--- src/rtl/memory_load_unit_pkg.sv ---
// Shared definitions for the memory load unit: access-size and FSM state
// encodings, the datapath width and small request-decoding helpers.
package memory_load_unit_pkg;

  localparam int DATA_W = 32;

  // Access size as presented on the request interface
  typedef enum logic [1:0] {
    SZ_BYTE = 2'b00,
    SZ_HALF = 2'b01,
    SZ_WORD = 2'b10,
    SZ_RSVD = 2'b11
  } size_e;

  // Load sequencer states
  typedef enum logic [1:0] {
    ST_IDLE  = 2'b00,
    ST_ISSUE = 2'b01,
    ST_WAIT  = 2'b10,
    ST_DONE  = 2'b11
  } state_e;

  // A request is rejected for the reserved size or a misaligned half/word.
  function automatic logic is_illegal(input logic [1:0] size, input logic [1:0] addr_lsb);
    logic bad;
    bad = 1'b0;
    case (size)
      SZ_HALF: bad = addr_lsb[0];
      SZ_WORD: bad = (addr_lsb != 2'b00);
      SZ_RSVD: bad = 1'b1;
      default: bad = 1'b0;
    endcase
    return bad;
  endfunction

  // Index of the last byte lane read for a given size (N-1).
  function automatic logic [1:0] last_lane(input logic [1:0] size);
    logic [1:0] lane;
    lane = 2'd0;
    case (size)
      SZ_HALF: lane = 2'd1;
      SZ_WORD: lane = 2'd3;
      default: lane = 2'd0;
    endcase
    return lane;
  endfunction

endpackage

--- src/rtl/memory_load_unit_if.sv ---
// Request/response handshake plus byte-wide memory read port of the load unit.
interface memory_load_unit_if #(
  parameter int ADDR_WIDTH = 32
);
  logic                  start;
  logic [ADDR_WIDTH-1:0] addr;
  logic [1:0]            size;
  logic                  sign_ext;
  logic                  busy;
  logic                  done;
  logic [31:0]           data_out;
  logic                  misaligned;
  logic                  mem_rd_en;
  logic [ADDR_WIDTH-1:0] mem_addr;
  logic [7:0]            mem_rd_data;

  // The load unit itself
  modport slave (
    input  start, addr, size, sign_ext, mem_rd_data,
    output busy, done, data_out, misaligned, mem_rd_en, mem_addr
  );

  // Requester / memory side
  modport master (
    output start, addr, size, sign_ext, mem_rd_data,
    input  busy, done, data_out, misaligned, mem_rd_en, mem_addr
  );
endinterface

--- src/rtl/memory_load_unit_load_extend.sv ---
// Combinational sign/zero extension of an assembled little-endian load word.
// Also used by the register write-back mux, so it stays free of state.
module memory_load_unit_load_extend
  import memory_load_unit_pkg::*;
(
  input  logic [DATA_W-1:0] word_in,
  input  logic [1:0]        size,
  input  logic              sign_ext,
  output logic [DATA_W-1:0] word_out
);

  // Fill the upper bits from the top bit of the loaded quantity or with zero
  always_comb begin
    word_out = '0;
    case (size)
      SZ_BYTE: word_out = {{24{sign_ext & word_in[7]}}, word_in[7:0]};
      SZ_HALF: word_out = {{16{sign_ext & word_in[15]}}, word_in[15:0]};
      SZ_WORD: word_out = word_in;
      default: word_out = '0;
    endcase
  end

endmodule

--- src/rtl/memory_load_unit.sv ---
// Multi-cycle load sequencer: reads 1, 2 or 4 bytes one at a time from the
// byte-wide data memory, assembles them little-endian, extends the result to
// 32 bits and reports it with a start/busy/done handshake.
module memory_load_unit
  import memory_load_unit_pkg::*;
#(
  parameter int ADDR_WIDTH  = 32,
  parameter int MEM_LATENCY = 1   // 1..3 cycles from read strobe to data
)(
  input  logic              clock,
  input  logic              reset,   // asynchronous, active-low
  memory_load_unit_if.slave bus
);

  state_e                state_q, state_d;
  logic [ADDR_WIDTH-1:0] base_q, base_d;
  logic [1:0]            size_q, size_d;
  logic                  sx_q, sx_d;
  logic [1:0]            k_q, k_d;
  logic [1:0]            lat_q, lat_d;
  logic [DATA_W-1:0]     asm_q, asm_d;
  logic [DATA_W-1:0]     data_out_q, data_out_d;
  logic                  mis_q, mis_d;
  logic [ADDR_WIDTH-1:0] mem_addr_q, mem_addr_d;

  logic [DATA_W-1:0]     asm_capture;
  logic [DATA_W-1:0]     ext_word;
  logic [1:0]            k_inc;

  // Assembly word with the incoming byte dropped into lane k
  for (genvar gi = 0; gi < 4; gi++) begin : g_lane
    assign asm_capture[8*gi +: 8] = (k_q == 2'(gi)) ? bus.mem_rd_data : asm_q[8*gi +: 8];
  end

  assign k_inc = k_q + 2'd1;

  memory_load_unit_load_extend u_load_extend (
    .word_in  (asm_capture),
    .size     (size_q),
    .sign_ext (sx_q),
    .word_out (ext_word)
  );

  // State and datapath registers
  always_ff @(posedge clock or negedge reset) begin
    if (!reset) begin
      state_q    <= ST_IDLE;
      base_q     <= '0;
      size_q     <= 2'b00;
      sx_q       <= 1'b0;
      k_q        <= 2'd0;
      lat_q      <= 2'd0;
      asm_q      <= '0;
      data_out_q <= '0;
      mis_q      <= 1'b0;
      mem_addr_q <= '0;
    end else begin
      state_q    <= state_d;
      base_q     <= base_d;
      size_q     <= size_d;
      sx_q       <= sx_d;
      k_q        <= k_d;
      lat_q      <= lat_d;
      asm_q      <= asm_d;
      data_out_q <= data_out_d;
      mis_q      <= mis_d;
      mem_addr_q <= mem_addr_d;
    end
  end

  // Next-state and datapath update; requests are only taken in IDLE or DONE
  always_comb begin
    state_d    = state_q;
    base_d     = base_q;
    size_d     = size_q;
    sx_d       = sx_q;
    k_d        = k_q;
    lat_d      = lat_q;
    asm_d      = asm_q;
    data_out_d = data_out_q;
    mis_d      = mis_q;
    mem_addr_d = mem_addr_q;

    case (state_q)
      ST_IDLE, ST_DONE: begin
        mis_d   = 1'b0;
        state_d = ST_IDLE;
        if (bus.start) begin
          base_d = bus.addr;
          size_d = bus.size;
          sx_d   = bus.sign_ext;
          k_d    = 2'd0;
          asm_d  = '0;
          if (is_illegal(bus.size, bus.addr[1:0])) begin
            // Rejected without touching memory
            state_d    = ST_DONE;
            mis_d      = 1'b1;
            data_out_d = '0;
          end else begin
            state_d    = ST_ISSUE;
            mem_addr_d = bus.addr;
          end
        end
      end

      ST_ISSUE: begin
        state_d = ST_WAIT;
        lat_d   = 2'(MEM_LATENCY);
      end

      ST_WAIT: begin
        lat_d = lat_q - 2'd1;
        if (lat_q == 2'd1) begin
          asm_d = asm_capture;
          if (k_q == last_lane(size_q)) begin
            state_d    = ST_DONE;
            data_out_d = ext_word;
          end else begin
            k_d        = k_inc;
            mem_addr_d = base_q + ADDR_WIDTH'(k_inc);
            state_d    = ST_ISSUE;
          end
        end
      end

      default: state_d = ST_IDLE;
    endcase
  end

  assign bus.busy       = (state_q == ST_ISSUE) || (state_q == ST_WAIT);
  assign bus.done       = (state_q == ST_DONE);
  assign bus.misaligned = (state_q == ST_DONE) && mis_q;
  assign bus.mem_rd_en  = (state_q == ST_ISSUE);
  assign bus.mem_addr   = mem_addr_q;
  assign bus.data_out   = data_out_q;

endmodule

--- src/flat_wrapper.sv ---
// flat-port wrapper written by rule: the top's interface ports become plain ports
module memory_load_unit_flat import memory_load_unit_pkg::*;
#(
  parameter int ADDR_WIDTH  = 32,
  parameter int MEM_LATENCY = 1                                          
)
  (clock, reset, bus_start, bus_addr, bus_size, bus_sign_ext, bus_mem_rd_data, bus_busy, bus_done, bus_data_out, bus_misaligned, bus_mem_rd_en, bus_mem_addr);
  memory_load_unit_if #(.ADDR_WIDTH(ADDR_WIDTH)) bus_i ();
  input  logic clock;
  input  logic reset;
  input wire logic [$bits(bus_i.start)-1:0] bus_start;
  input wire logic [$bits(bus_i.addr)-1:0] bus_addr;
  input wire logic [$bits(bus_i.size)-1:0] bus_size;
  input wire logic [$bits(bus_i.sign_ext)-1:0] bus_sign_ext;
  input wire logic [$bits(bus_i.mem_rd_data)-1:0] bus_mem_rd_data;
  output wire logic [$bits(bus_i.busy)-1:0] bus_busy;
  output wire logic [$bits(bus_i.done)-1:0] bus_done;
  output wire logic [$bits(bus_i.data_out)-1:0] bus_data_out;
  output wire logic [$bits(bus_i.misaligned)-1:0] bus_misaligned;
  output wire logic [$bits(bus_i.mem_rd_en)-1:0] bus_mem_rd_en;
  output wire logic [$bits(bus_i.mem_addr)-1:0] bus_mem_addr;
  assign bus_i.start = bus_start;
  assign bus_i.addr = bus_addr;
  assign bus_i.size = bus_size;
  assign bus_i.sign_ext = bus_sign_ext;
  assign bus_i.mem_rd_data = bus_mem_rd_data;
  assign bus_busy = bus_i.busy;
  assign bus_done = bus_i.done;
  assign bus_data_out = bus_i.data_out;
  assign bus_misaligned = bus_i.misaligned;
  assign bus_mem_rd_en = bus_i.mem_rd_en;
  assign bus_mem_addr = bus_i.mem_addr;
  memory_load_unit #(.ADDR_WIDTH(ADDR_WIDTH), .MEM_LATENCY(MEM_LATENCY)) u_core (.clock(clock), .reset(reset), .bus(bus_i));
endmodule
--- config.mk ---
export PLATFORM = sky130hd
export DESIGN_NAME = memory_load_unit_flat
export DESIGN_NICKNAME = d
export VERILOG_FILES = /design/src/rtl/memory_load_unit_pkg.sv /design/src/rtl/memory_load_unit_if.sv /design/src/rtl/memory_load_unit_load_extend.sv /design/src/rtl/memory_load_unit.sv /design/src/flat_wrapper.sv
export SDC_FILE = /design/constraint.sdc
export NUM_CORES = 1
export LEC_CHECK = 0
export CORE_ASPECT_RATIO = 0.75
export CORE_UTILIZATION = 40
export DETAILED_ROUTE_END_ITERATION = 16
export PLACE_DENSITY = 0.68
export SYNTH_ARGS = -nofsm -noshare
export SYNTH_HDL_FRONTEND = slang
export SYNTH_SLANG_ARGS = --single-unit
--- constraint.sdc ---
create_clock -name clock -period 5.2 [get_ports clock]
set_clock_uncertainty 0.2 [all_clocks]
set_input_delay 0.52 -clock clock [delete_from_list [all_inputs] [get_ports clock]]
set_output_delay 0.52 -clock clock [all_outputs]
set_load 0.005 [all_outputs]
Yosys cells after proc, flatten, opt, wreduce, memory -nomap -nowiden
Index checks and enable logic that the tools add are counted.

$add $sub $neg: 3. Reductions and logical operators: 14. Mux-type cells: 36. Eq/ne operators: 19. Bitwise gates (word level): 2.

Operators by type and width (count): two-way mux 32 bit (10); one-hot mux 32 bit (2 select lines) (3); one-hot mux 32 bit (3 select lines) (1); adder 32 x 2 -> 32 bit (1); two-way mux 8 bit (4); two-way mux 2 bit (9); equality test 2 bit, second input constant (7); one-hot mux 2 bit (2 select lines) (3); equality test 2 x 1 -> 1 bit, second input constant (5); AND reduction 5 bit (2); logical NOT 2 bit (3); inequality test 2 x 1 -> 1 bit, second input constant (3); inequality test 2 bit, second input constant (3); one-hot mux 2 bit (3 select lines) (1); nonzero test 2 bit (3); two-way mux 1 bit (4); AND reduction 4 bit (1); one-hot mux 1 bit (3 select lines) (1); AND reduction 3 bit (1); adder 2 x 1 -> 2 bit, second input constant (1); AND 1 bit (2); equality test 2 bit (1); AND reduction 2 bit (1); OR reduction 2 bit (1); 3 further kinds (3).

Input bits: 46. Flip-flop bits (word level): 138. Output and inout port bits: 68. Logic and storage cells: 84.

Depth between registers and ports, before layout
Gate-level depths: netlist of the first run.

Depth after elaboration: 8. Mapped depth: 10. Gate-level depth less buffers: 8.

By module
Synthesis of the first run repeated with hierarchy kept, for this count alone.

Cell total of the unflattened synthesis: 682. Area, all modules: 7160.6 um^2.

Modules (own cells, without submodules): memory_load_unit (seq. area each 3453.3 um^2, area an instance 6737.7 um^2, times used 1, cells an instance 628); memory_load_unit_load_extend (seq. area each 0.0 um^2, area an instance 422.9 um^2, times used 1, cells an instance 54).

Least setup slack after synthesis of the first run
OpenSTA, ideal clock, no wires.

Kind: reg2reg. Start: reg u_core.k_q[0]. End: reg u_core.mem_addr_q[19], in the netlist u_core.bus.mem_addr[19]. Setup time: 132 ps. Data required time: 4868 ps. Period minus slack after synthesis: 2649 ps. Slack: 2551 ps. Buffers on the path: 1. Cell stages (with the launch flop): 10. Data arrival time: 2317 ps. Path through: dfrtp_1 > inv_1 > ha_1 > ha_1 > a21oi_1 > or4_4 > buf_6 > nor4_4 > xnor2_1 > o21ai_1.

Longest elaborated chain between the ends: 5. Elaborated cells between the ends (all ways): 8. Classes of those cells: 2 x add/sub; 2 x eq/ne; 3 x mux; 1 x reduce/logical.

RTL lines: from (decl) (RTL line memory_load_unit.sv:19) `logic [1:0] k_q, k_d;`; from (signal assigned) (RTL line memory_load_unit.sv:62) `k_q <= k_d;`; adder 2 x 1 -> 2 bit (RTL line memory_load_unit.sv:35) `assign k_inc = k_q + 2'd1;`; adder 32 x 2 -> 32 bit (RTL line memory_load_unit.sv:120) `mem_addr_d = base_q + ADDR_WIDTH'(k_inc);`; two-way mux 32 bit (RTL line memory_load_unit.sv:115) `if (k_q == last_lane(size_q)) begin`; two-way mux 32 bit (RTL line memory_load_unit.sv:113) `if (lat_q == 2'd1) begin`; one-hot mux 32 bit (2 select lines) (RTL line memory_load_unit.sv:84) `case (state_q)`; to (signal assigned) (RTL line memory_load_unit.sv:67) `mem_addr_q <= mem_addr_d;`; to (decl) (RTL line memory_load_unit.sv:24) `logic [ADDR_WIDTH-1:0] mem_addr_q, mem_addr_d;`.

Parallel ways exist; a longest one is shown, timed or not. The select of a mux whose other input is x is not followed. A chain may end at the register's enable or synchronous reset.

Final worst setup path of the first run
Start: reg u_core.state_q[0]. End: reg u_core.mem_addr_q[15], in the netlist u_core.bus.mem_addr[15].

Longest elaborated chain between the ends: 4. Elaborated cells between the ends (all ways): 11. Classes of those cells: 6 x eq/ne; 1 x mux; 4 x reduce/logical.

RTL lines: from (decl) (RTL line memory_load_unit.sv:15) `state_e state_q, state_d;`; from (signal assigned) (RTL line memory_load_unit.sv:58) `state_q <= state_d;`; equality test 2 bit or logical NOT 2 bit (tied branches) (RTL line memory_load_unit.sv:84); OR reduction 2 bit (RTL line memory_load_unit.sv:84); inequality test 2 bit (no line) or nonzero test 2 bit (tied branches); AND reduction 5 bit (no line).

Parallel ways exist; a longest one is shown, timed or not.

==> results of run 1 <==
[path summary, 6_finish.rpt]
path	startpoint	end	slack, ns	depth (start not counted)
max	u_core.state_q[0]	u_core.bus.mem_addr[15]	1.64	8
min	reset	u_core.bus.data_out[3]	0.04	1
max reg2reg	u_core.state_q[0]	u_core.bus.mem_addr[15]	1.64	8
min reg2reg	u_core.asm_q[29]	u_core.asm_q[29]	0.26	2
max in group asynchronous	reset	u_core.bus.mem_addr[26]	3.75	2
min in group clock	u_core.asm_q[29]	u_core.asm_q[29]	0.26	2
[cells by family (layout without fill, tap and decap cells)]
logic type	count (synthesis)	in the layout	synth area share [%]
fa+ha+maj	15	15	2.833
mux	71	71	11.30
buf+inv	59	159	3.451
flops	138	138	50.13
compound gates	149	149	12.93
xor+xnor	29	29	3.687
simple gates	225	225	15.67
[worst max-delay path: stages, from the launching register on]
cell and delay [ns]:
dfrtp_1 0.39, inv_1 0.07, ha_2 0.24, buf_4 0.30, inv_1 0.13, o22a_1 0.63, and3_1 0.69, nand2_1 0.51
o211ai_1 0.31
[cell usage in the layout (no fill, tap or decap), drive strengths merged, types with 9 or more instances in the layout]
cell type and n:
a21oi 23, a22o 9, nor2 16, clkdlybuf4s50 112, mux2 54, nor3 9
inv 13, mux2i 17, nand3 33, dfrtp 138, xnor2 21, ha 14
a22oi 10, clkbuf 23, nand2 125, o31ai 16, o21ai 76
[cells in the mapped netlist, drive strengths merged (10+ instances only)]
cell and number:
o31ai 16, nor2 16, ha 14, nand3 33
mux2i 17, inv 13, dfrtp 138, xnor2 21
a21oi 23, o21ai 76, mux2 54, nand2 125
a22oi 10, clkbuf 35, buf 11
[routing by layer]
metal  vias to the layer above  share of wire, %  track usage (%)
met5                         -                 0                0
met4                         0               1.1            6.000
met3                        16               5.8            4.974
met2                       163                41            29.12
met1                      2684                52            31.79
li1                       2606                 -                -
[power by group through the flow]
stage	registers (mW)	clock network, mW	logic (mW)
floorplan	1.70	0	1.30
global placement	1.75	0	2.01
detailed placement	1.76	0	2.05
CTS	1.75	1.19	2.07
global route	1.81	1.24	2.28
finish	1.75	1.18	2.05
[final cells by class]
type / instances / area (µm²) / share of cell area (%)
Clock buffer: 23 / 498.0 / 5.702
Inverter: 13 / 48.80 / 0.5587
Tap cell: 215 / 269.0 / 3.080
Clock inverter: 3 / 65.06 / 0.7450
Sequential cell: 138 / 3453 / 39.54
Multi-Input combinational cell: 489 / 3214 / 36.81
Timing Repair Buffer: 120 / 1185 / 13.57
[state kept, by name (all words and copies together) (netlist names)]
register / count
u_core.sx_q: 1
u_core.lat_q: 2
u_core.mis_q: 1
u_core.bus.mem_addr: 32
u_core.state_q: 2
u_core.k_q: 2
u_core.base_q: 32
u_core.asm_q: 32
u_core.bus.data_out: 32
u_core.size_q: 2
==> results.md, run 1 <==
* Fin crit share at 68.39%
* WL per Instance at 17.57 µm
* Primary FF master, synth: dfrtp_1
* Setup Buffers After CTS at 0
* Setup WS pre-CTS at 1.622 ns
* WP data required at ~5.3 ns
* Antenna violations before repair at 0
* Hold-fix buffers at CTS at 0
* Clk Latency, worst-skew pair at around 0.42 ns
* Global-route wire length before repair at 28570 µm
* Hpwl dp at 11820 µm
* Clock power share at 23.6%
* Final WS setup at 1.644 ns
* Yosys reg bits at 138
* RSZ-0062 raised after global routing: no
* Gr ovfl total at 0
* CTS tree: done
* Slew @ Worst Pin at 1.211 ns
* DIE WIDTH at 153.5 µm
* Vias in the first global route at roughly 5.2k
* Worst hold slack at between 0.04 and 0.05 ns
* 1st-pass router iterations at 5
* Sequential area share after synthesis at between 50% and 60%
* Initial Util at 40.94%
* DIE AREA at 17760 µm²
* Top post-synthesis cells by area: dfrtp_1 50%, mux2_2 8.8%, nand2_1 6.8%, o21ai_1 2.9%, xnor2_1 2.7%
* Outcome: complete, no violations
* Yosys cell types at 49
* Min Clock Period, post-route at between 3 and 4 ns
* Design Power at 4.978 mW
* Comb power frac at about two fifths
* Max Cap Viol at 0
* CTS buffer count at 17
* CP startpoint kind: flop
* Rows at 41
* Post-Syn Area at between 6000 and 7000 µm²
* Avg Inst Size Synth at between 10 and 15 µm²
* Power Density at 570.0 nW/µm²
* Placed cell area at 8170 µm²
* Placed Cells at 975
* Worst hold path class: primary input to asynchronous set/reset pin
* Static Leakage at 3.648 nW
* EDFF count, synth at 0
* Non-Filler Instances at 1001
* Fmax at 0.2812 GHz
* Core Footprint at 16830 µm²
* Sequential Power Share at 35.2%
* Diode count at 0
* P_sw at 1.850 mW
* Largest net degree at the start of global routing at between 100 and 150
* Drt drc at 0
* Post-layout util at 51.90%
* Root buf cell: clkbuf_16
* PortBufs at about 110
* Clock transition at path regs at 0.05 ns
* Sw Ratio at a little under two fifths
* VDD IR-drop max at 0.2103 mV
* Max-slew violation count at 0
* Nets@finish at 840
* I/O pins at 114
* Final WL at 17590 µm
* Syn_nets at 747
* Critical path endpoint category: flop
* Setup CP Type: flop to flop
* GP Congestion at 0.8428
* Number of nets still failing antenna checks after routing at 0
* H-tree levels at 4
* Slew headroom at between 10% and 20%
* Post-route design area at 8733 µm²
* Internal at 3.128 mW
* CTS-repair resized insts at 0
* CP arrival at between 3 and 4 ns
* Die height at approximately 120 µm
* Share of the synthesized area in the top cell type at 50.13%
* P&R area growth vs syn at 26.77%
* Leading area contributor after synthesis: dfrtp_1
* Yosys Warn Count at 0
* Clock sinks at 138
* Final hold violation count at 0
* Final setup fails at 0
* Final setup TNS at 0 ns
* Fraction of layout cells with a size suffix above 1 at 12.72%
* Synth Instances at 686
* FILL cells at 1528
* Clk buf depth at 2
* Ys async rst share at 100.0%
* Vias/cell at 5.464
* Vias at 5469
* 1st-iter DRT viols at approximately 480
* Worst-path fanout max at 40
* Total GRT Usage at 20.85%
(Power assumes the default switching activity.)
==> run 2, diff against run 1 <==
- clock period: 5.2 -> 3.3 ns (I/O delays scaled with it)
==> results.md, run 2 (same netlist as run 1, synthesis figures left out) <==
* Clock transition at path regs at 0.06 ns (about the same)
* CP max stage cell: or4_4
* Largest net degree at the start of global routing at 76 (-31%)
* GP Congestion at 0.8323 (-1.2%)
* Max Cap Viol at 0 (unchanged)
* Vias/cell at 5.426 (-0.68%)
* Storage element area at 3453 µm² (unchanged)
* H-tree levels at 4 (unchanged)
* CP startpoint kind: flop
* Final WL at 18140 µm (+3.1%)
* Vias at 5513 (+0.80%)
* Setup CP Type: flop to flop
* Root buf cell: clkbuf_16
* Crit-path cells: inv_1 > ha_1 > ha_1 > a21oi_1 > or4_4 > nor3_1 > xnor2_1 > o211ai_2
* CP arrival at 3.03 ns (-0.66 ns)
* Buf/Inv on CP at 1 (-2)
* Rows at 41 (unchanged)
* Commonest non-fill, non-tap cells in the layout: 138 x dfrtp_1, 125 x nand2_1, 112 x clkdlybuf4s50_1, 54 x mux2_2, 39 x o21ai_1
* Clock sinks at 138 (unchanged)
* Worst hold path class: primary input to asynchronous set/reset pin
* Fin crit share at 88.93% (+21 points)
* PortBufs at 113 (unchanged)
* Die height at 115.7 µm (unchanged)
* Most frequent cell on the critical path: ha_1
* CTS buffer count at 17 (unchanged)
* Final hold violation count at 0 (unchanged)
* Antenna violations before repair at 0 (unchanged)
* Number of nets still failing antenna checks after routing at 0 (unchanged)
* RSZ-0062 raised after global routing: no
* Multi-input gate area at 3218 µm² (+0.12%)
* CTS-repair resized insts at 0 (unchanged)
* Worst hold slack at 0.2530 ns (+0.2090 ns)
* Core Footprint at 16830 µm² (unchanged)
* Final setup TNS at 0 ns (unchanged)
* WP data required at 3.39 ns (-1.94 ns)
* Diode count at 0 (unchanged)
* Outcome: complete, no violations
* Total GRT Usage at 21.59% (+0.73 points)
* Max-slew violation count at 0 (unchanged)
* Worst-path fanout max at 9 (-78%)
* Clk Latency, worst-skew pair at 0.43 ns (about the same)
* Most common cell after layout, fill and taps aside: dfrtp_1
* FILL cells at 1515 (-0.85%)
* WL per Instance at 17.85 µm (+1.6%)
* Critical path endpoint category: flop
* Drt drc at 0 (unchanged)
* 1st-pass router iterations at 4 (-1)
* VDD IR-drop max at 0.4640 mV (+120%)
* Slew @ Worst Pin at 0.7908 ns (-0.4198 ns)
* Global-route wire length before repair at 29430 µm (+3.0%)
* Clk buf depth at 2 (unchanged)
* Top cell family by delay on the critical path: simple AND/OR/NAND/NOR gates
* CTS tree: done
* Fraction of layout cells with a size suffix above 1 at 14.48% (+1.8 points)
* Hpwl dp at 12000 µm (+1.5%)
* Power Density at 923.0 nW/µm² (+62%)
* Static Leakage at 3.748 nW (+2.7%)
* Gr ovfl total at 0 (unchanged)
* Min Clock Period, post-route at 2.935 ns (-0.6216 ns)
* Slew headroom at 47.27% (+29 points)
* Vias in the first global route at 5214 (-0.29%)
* P&R area growth vs syn at 29.62%
* Worst path max stage delay at 0.64 ns (-0.05 ns)
* Initial Util at 40.94% (unchanged)
* I/O pins at 114 (unchanged)
* Final setup fails at 0 (unchanged)
* DIE WIDTH at 153.5 µm (unchanged)
* 1st-iter DRT viols at 533 (+11%)
* Nets@finish at 849 (+1.1%)
* Fmax at 0.3408 GHz (+21%)
* DIE AREA at 17760 µm² (unchanged)
==> run 2: changes by cell type in the layout (fill, tap and decap cells not counted), sizes merged <==
cell	previous run	this run
buf	8	16
clkinv	1	5
bufinv	2	5
clkbuf	23	20
clkinvlp	0	2
dlygate4sd3	0	1
==> run 2: final cells by class <==
type,instances,area share (%)
clock inverters,12,2.172
flip-flops and latches,138,38.67
well taps,215,3.012
multi-input cells,489,36.04
inverters,13,0.5464
repair buffers,129,14.33
clock buffers,20,5.226
==> run 2: report_power, final <==
group	switching [mW]	total, mW	internal, mW
Clock	0.730	2.13	1.40
Combinational	1.81	3.36	1.54
Sequential	0.488	2.76	2.27
Total	3.03	8.24	5.21
==> run 2: path summary, 6_finish.rpt <==
path	from	endpoint	slack, ns	depth (start not counted)
max in group asynchronous	reset	u_core.bus.mem_addr[16]	1.83	3
min in group clock	u_core.asm_q[16]	u_core.asm_q[16]	0.26	2
worst min-delay path	reset	u_core.bus.data_out[2]	0.25	2
worst max register to register	u_core.k_q[0]	u_core.bus.mem_addr[17]	0.37	8
worst max-delay path	u_core.k_q[0]	u_core.bus.mem_addr[17]	0.37	8
worst min register to register	u_core.asm_q[16]	u_core.asm_q[16]	0.26	2
==> run 2: metal layers <==
metal | global-route usage, % | part of all wire (%) | vias to the layer above | routed length, µm
li1 | - | - | 2624 | -
met1 | 32.97 | 51 | 2695 | 9292
met2 | 30.21 | 42 | 176 | 7568
met3 | 5.123 | 6.0 | 18 | 1083
met4 | 5.867 | 1.0 | 0 | 190
met5 | 0 | 0 | - | 0
==> run 2: metrics by stage <==
stage | cells | cell area (µm²) | setup slack, ns | util (%) | power [mW]
global route | 1016 | 8930 | 0.2077 | 53.07 | 8.786
detailed placement | 983 | 8255 | 0.4069 | 49.06 | 6.114
CTS | 1016 | 8926 | 0.3934 | 53.05 | 8.282
finish | 1016 | 8930 | 0.3654 | 53.07 | 8.242
floorplan | 686 | 6889 | 0.6511 | - | 4.729
global placement | 983 | 8255 | 0.5315 | 49.06 | 6.075
==> run 2: repair_timing <==
item                       in CTS  in global routing
hold endpoints to repair       63                  0
setup endpoints to repair       0                  0
buffers inserted                0                  0
hold buffers                    1                  0
